[src/rtl/random_range_sampler.sv]
// random_range_sampler
// Reduces a free-running random word to an unbiased value in [0, bound)
// using mask-and-reject sampling. Accepted values pass through a one-entry
// candidate register into a small FIFO, which a valid/ready handshake drains.
// The generator is never stalled; candidates that find no room are dropped.
// Optional feature: define RANDOM_RANGE_STATS_EN to enable the saturating
// reject_count statistic (rejected plus dropped candidates).

module random_range_sampler #(
    parameter int RANDOM_WIDTH = 32,
    parameter int OUT_WIDTH    = 8,
    parameter int FIFO_DEPTH   = 4
) (
    input  logic                    clk,
    input  logic                    reset_n,
    input  logic [RANDOM_WIDTH-1:0] random_number,
    input  logic                    sample_en,
    input  logic [OUT_WIDTH-1:0]    bound,
    input  logic                    out_ready,
    output logic                    out_valid,
    output logic [OUT_WIDTH-1:0]    out_data,
    output logic [15:0]             reject_count
);

    localparam int PW = (FIFO_DEPTH > 1) ? $clog2(FIFO_DEPTH) : 1;
    localparam int CW = PW + 1;

    logic [OUT_WIDTH-1:0] bound_m1;
    logic [OUT_WIDTH-1:0] mask;
    logic [OUT_WIDTH-1:0] cand;
    logic                 accept;

    logic                 c_valid;
    logic [OUT_WIDTH-1:0] c_data;

    logic [OUT_WIDTH-1:0] storage [FIFO_DEPTH];
    logic [PW-1:0]        wr_ptr;
    logic [PW-1:0]        rd_ptr;
    logic [CW-1:0]        count;

    logic                 full;
    logic                 pop;
    logic                 push;

    // Only the low OUT_WIDTH bits of the random word are sampled.
    logic unused_random;
    assign unused_random = ^random_number;

    // Smear bound-1 rightwards to form the smallest all-ones mask covering it,
    // then accept the masked candidate only if it falls below the bound.
    always_comb begin
        bound_m1 = bound - OUT_WIDTH'(1);
        mask     = bound_m1;
        for (int s = 1; s < OUT_WIDTH; s = s * 2) begin
            mask = mask | (mask >> s);
        end
        cand   = random_number[OUT_WIDTH-1:0] & mask;
        accept = (bound == '0) || (cand < bound);
    end

    assign full      = (count == CW'(FIFO_DEPTH));
    assign out_valid = (count != '0);
    assign out_data  = storage[rd_ptr];
    assign pop       = out_valid & out_ready;
    assign push      = c_valid & (~full | pop);

    // Candidate register: holds the accepted value for one cycle before FIFO write.
    always_ff @(posedge clk or negedge reset_n) begin
        if (!reset_n) begin
            c_valid <= 1'b0;
            c_data  <= '0;
        end else begin
            c_valid <= sample_en & accept;
            c_data  <= cand;
        end
    end

    // FIFO storage, pointers and occupancy; push and pop may share an edge.
    always_ff @(posedge clk or negedge reset_n) begin
        if (!reset_n) begin
            for (int i = 0; i < FIFO_DEPTH; i++) begin
                storage[i] <= '0;
            end
            wr_ptr <= '0;
            rd_ptr <= '0;
            count  <= '0;
        end else begin
            if (push) begin
                storage[wr_ptr] <= c_data;
                wr_ptr          <= wr_ptr + PW'(1);
            end
            if (pop) begin
                rd_ptr <= rd_ptr + PW'(1);
            end
            case ({push, pop})
                2'b10:   count <= count + CW'(1);
                2'b01:   count <= count - CW'(1);
                default: count <= count;
            endcase
        end
    end

`ifdef RANDOM_RANGE_STATS_EN
    logic        drop;
    logic [1:0]  reject_inc;
    logic [16:0] reject_sum;

    assign drop       = c_valid & ~push;
    assign reject_inc = {1'b0, sample_en & ~accept} + {1'b0, drop};
    assign reject_sum = {1'b0, reject_count} + 17'(reject_inc);

    // Saturating count of rejected and dropped candidates.
    always_ff @(posedge clk or negedge reset_n) begin
        if (!reset_n) begin
            reject_count <= '0;
        end else if (reject_sum > 17'h0FFFF) begin
            reject_count <= 16'hFFFF;
        end else begin
            reject_count <= reject_sum[15:0];
        end
    end
`else
    assign reject_count = 16'h0000;
`endif

endmodule

[config.mk]
export PLATFORM = sky130hd
export DESIGN_NAME = random_range_sampler
export DESIGN_NICKNAME = d
export VERILOG_FILES = /design/src/rtl/random_range_sampler.sv
export SDC_FILE = /design/constraint.sdc
export NUM_CORES = 1
export LEC_CHECK = 0
export BUFFER_PORTS_ARGS = -buffer_cell sky130_fd_sc_hd__buf_2
export CORE_MARGIN = 3
export CORE_UTILIZATION = 35
export DETAILED_ROUTE_END_ITERATION = 8
export GPL_TIMING_DRIVEN = 0
export PLACE_DENSITY = 0.57
export SYNTH_ARGS = -nofsm -noshare
export SYNTH_HDL_FRONTEND = slang
export SYNTH_SLANG_ARGS = --single-unit
[constraint.sdc]
create_clock -name clk -period 6.5 [get_ports clk]
set_input_delay 1.3 -clock clk [delete_from_list [all_inputs] [get_ports clk]]
set_output_delay 1.3 -clock clk [all_outputs]
set_load 0.005 [all_outputs]
==> results.py <==
metrics = {
    "worst_hold_path": {
        "min_path_cells": 1,
        "min_to": "storage[11]",
        "min_from": "storage[11]",
        "hp-class": "flop to flop",
    },
    "clock_network": {
        "hold_buffers": 0,
        "cts_resized": 0,
        "cts.htree.levels": 2,
        "clockBufferDepth": 2,
        "cts_buffers": 5,
        "cts.clk_slew.worst_paths_ps": 80,
        "clock-sinks": 48,
        "clk-insertion-delay-late_ps": 300,
        "cts_tree": "built",
        "cts-root-buf": "clkbuf_8",
        "cts_setup_buffers": 0,
    },
    "global_route": {
        "grt_pass1_wl_um": 7810,
        "use_met1_pct": 16.3,
        "antenna_found_initial": 0,
        "grt_usage_pct": 11.7,
        "busiest_layer": "met2",
        "grt_max_degree": 49,
        "grt_util_met3_pct": 2.84,
        "grt.met2_usage_pct": 17.5,
        "grt_pass1_vias": 1584,
        "grt-ovfl-total": 0,
    },
    "setup_path": {
        "critPathLaunchType": "input port",
        "worstPathRequired_ps": 6700,
        "reg2reg_depth": 9,
        "worstSetupPathType": "input port to flop",
        "reg2reg_from": "count[1]",
        "rr_endpoint": "count[2]",
        "end_kind": "flop",
        "cp_data_arrival_time_ps": 4200,
        "rrSetupSlack_ps": 4300,
        "worstPathMaxFanout": 7,
    },
    "sta": {
        "slew_viol_final": 0,
        "tightest_slew_ps": 1040,
        "fmax_mhz": 250,
        "hold_slack_ps": 505,
        "skew_ps": 5.83,
        "fin_ws_ps": 2500,
        "hold_violations": 0,
        "setup_viol": 0,
        "rsz0062_at_grt": "no",
        "max_slew_margin_pct": 30.7,
        "fin_crit_ps": 4000,
        "fin_crit_sh_pct": 61.6,
        "timing.setup.tns_ps": 0,
    },
    "routing": {
        "routedWlPerCell_um": 12.8,
        "drc": 0,
        "drt-initial-drc-count": 48,
        "antenna_left": 0,
        "via_per_inst": 4.58,
        "dr_total_vias": 1647,
        "totalWireLength_um": 4600,
        "dr.pass1.iters": 4,
    },
    "placement": {
        "dpl-instance-area_um2": 2950,
        "port_buffers": 27,
        "dpl.hpwl_um": 3430,
        "post-place-ws_ps": 2170,
        "gp_congestion": 0.804,
    },
    "synthesis": {
        "synth_area_um2": 2640,
        "synth.avg_cell_area_um2": 12.4,
        "ys_warn_count": 0,
        "synthArstFlopShare_pct": 100,
        "post_synth_num_cell_types": 44,
        "yosysSeqAreaShare_pct": 45.6,
        "synth_edf_count": 0,
        "synth-seq-cells": 48,
        "netlist_instances": 212,
        "yosys_most_used_dff": "dfrtp_1",
    },
    "floorplan": {
        "core_um2": 7290,
        "start_util_pct": 36.1,
        "die_w_um": 92.8,
        "rows": 31,
        "dieArea_um2": 8610,
        "dieHeight_um": 92.8,
        "io_pins": 69,
    },
    "power": {
        "peakVddDrop_uv": 91.3,
        "p_leak_nw": 1.42,
        "p_per_area_nw_per_um2": 356,
    },
    "flow_run": {
        "drv_cap": 0,
    },
    "outcome": {
        "status": "finished clean",
    },
    "cells_and_area": {
        "fin_area_um2": 3030,
        "num_antenna_cells": 0,
        "nFillCells": 758,
        "layout-drive-gt1-share_pct": 38.3,
        "nNetsFinal": 320,
        "utilization_pct": 41.5,
        "syn2layout_area_growth_pct": 14.9,
    },
}
==> metrics by stage <==
step | std cells | total power, mW
6_report | 360 | 1.08
4_1_cts | 360 | 1.10
5_1_grt | 360 | 1.17
3_5_place_dp | 353 | 0.935
3_3_place_gp | 353 | 0.923
2_1_floorplan | 227 | 0.803
==> where the power goes <==
part / total [mW] / internal, mW / switching (mW) / leakage, nW
logic: 0.435 / 0.257 / 0.178 / 0.797
registers: 0.482 / 0.423 / 0.0585 / 0.581
clock network: 0.162 / 0.0731 / 0.0891 / 0.0410
total: 1.08 / 0.754 / 0.326 / 1.42
==> routing by layer <==
layer | vias to the layer above | routed length [um] | part of all wire [%]
met4 | 0 | 69 | 1.5
met1 | 779 | 2250 | 49
met5 | - | 0 | 0
li1 | 818 | - | -
met3 | 5 | 238 | 5.2
met2 | 45 | 2040 | 44
==> worst max-delay path: stages <==
cell and delay [ps]:
buf_2 120, inv_1 130, ha_1 290, or4b_1 470, buf_6 160, xnor2_1 140
a32o_1 340, a31oi_1 260, ha_1 270, o21a_1 170, o21ai_0 200, nor2_1 80
a311oi_2 280
==> worst max-delay path by stage <==
stage / cells after the start / startpoint / end / slack (ps)
3_5_place_dp: 13 / bound[1] / c_valid / 2170
6_report: 13 / bound[1] / c_valid / 2500
4_1_cts: 13 / bound[1] / c_valid / 2490
5_1_grt: 13 / bound[1] / c_valid / 2300
2_1_floorplan: 12 / bound[1] / c_valid / 2690
3_3_place_gp: 13 / bound[1] / c_valid / 2150
==> sequential cells by signal (all words and copies together) (netlist names) <==
name	flops
c_data	8
wr_ptr	2
storage	32
rd_ptr	2
count	3
c_valid	1
==> Yosys cell counts, types with 3 or more instances <==
library cell  count  share of area [%]
and2_1            3               0.71
ha_1             14                6.6
a21oi_1           3               0.57
nor3_1            5               0.95
mux2_2           32                 14
mux4_2            8                6.8
xnor2_1           6                2.0
inv_1            18                2.6
dfrtp_1          48                 46
a31oi_1           3               0.71
nand2_1           8                1.1
o21ai_0           4               0.76
buf_4            16                4.6
nor2_1            6               0.85
==> placed cells by master, fill, tap and decap left out, drive strengths merged, types with 2 or more instances in the layout <==
cell and instances:
mux4 8, nor3 5, a31oi 3, buf 46, nor2 6, mux2 32
conb 16, o21ai 4, clkbuf 8, xnor2 6, and2 3, o21a 2
nand2 8, or3 3, a31o 2, xor2 2, dfrtp 48, ha 14
a21oi 3, or2 2, inv 18, a21boi 2
==> cells by family (layout without fill, tap and decap cells) <==
kind of cell | Yosys count | in the layout | synth area share, %
flip-flops | 48 | 48 | 45.6
multiplexers | 40 | 40 | 20.5
buffers and inverters | 39 | 73 | 8.40
AND/OR/NAND/NOR | 37 | 37 | 7.88
AO/OA/AOI/OAI | 24 | 24 | 7.41
adder cells (fa/ha/maj) | 15 | 15 | 7.41
XOR/XNOR | 8 | 8 | 2.66
other | 1 | 16 | 0.142
==> final cells by class <==
class	instances	area (um^2)	area share, %
Multi-Input combinational cell	140	1270	41.9
Clock buffer	6	72.6	2.40
Sequential cell	48	1200	39.7
Inverter	18	67.6	2.23
Tap cell	99	124	4.09
Timing Repair Buffer	27	135	4.46
Buffer	21	154	5.08
Clock inverter	1	5.00	0.165
(Power assumes the default switching activity.)
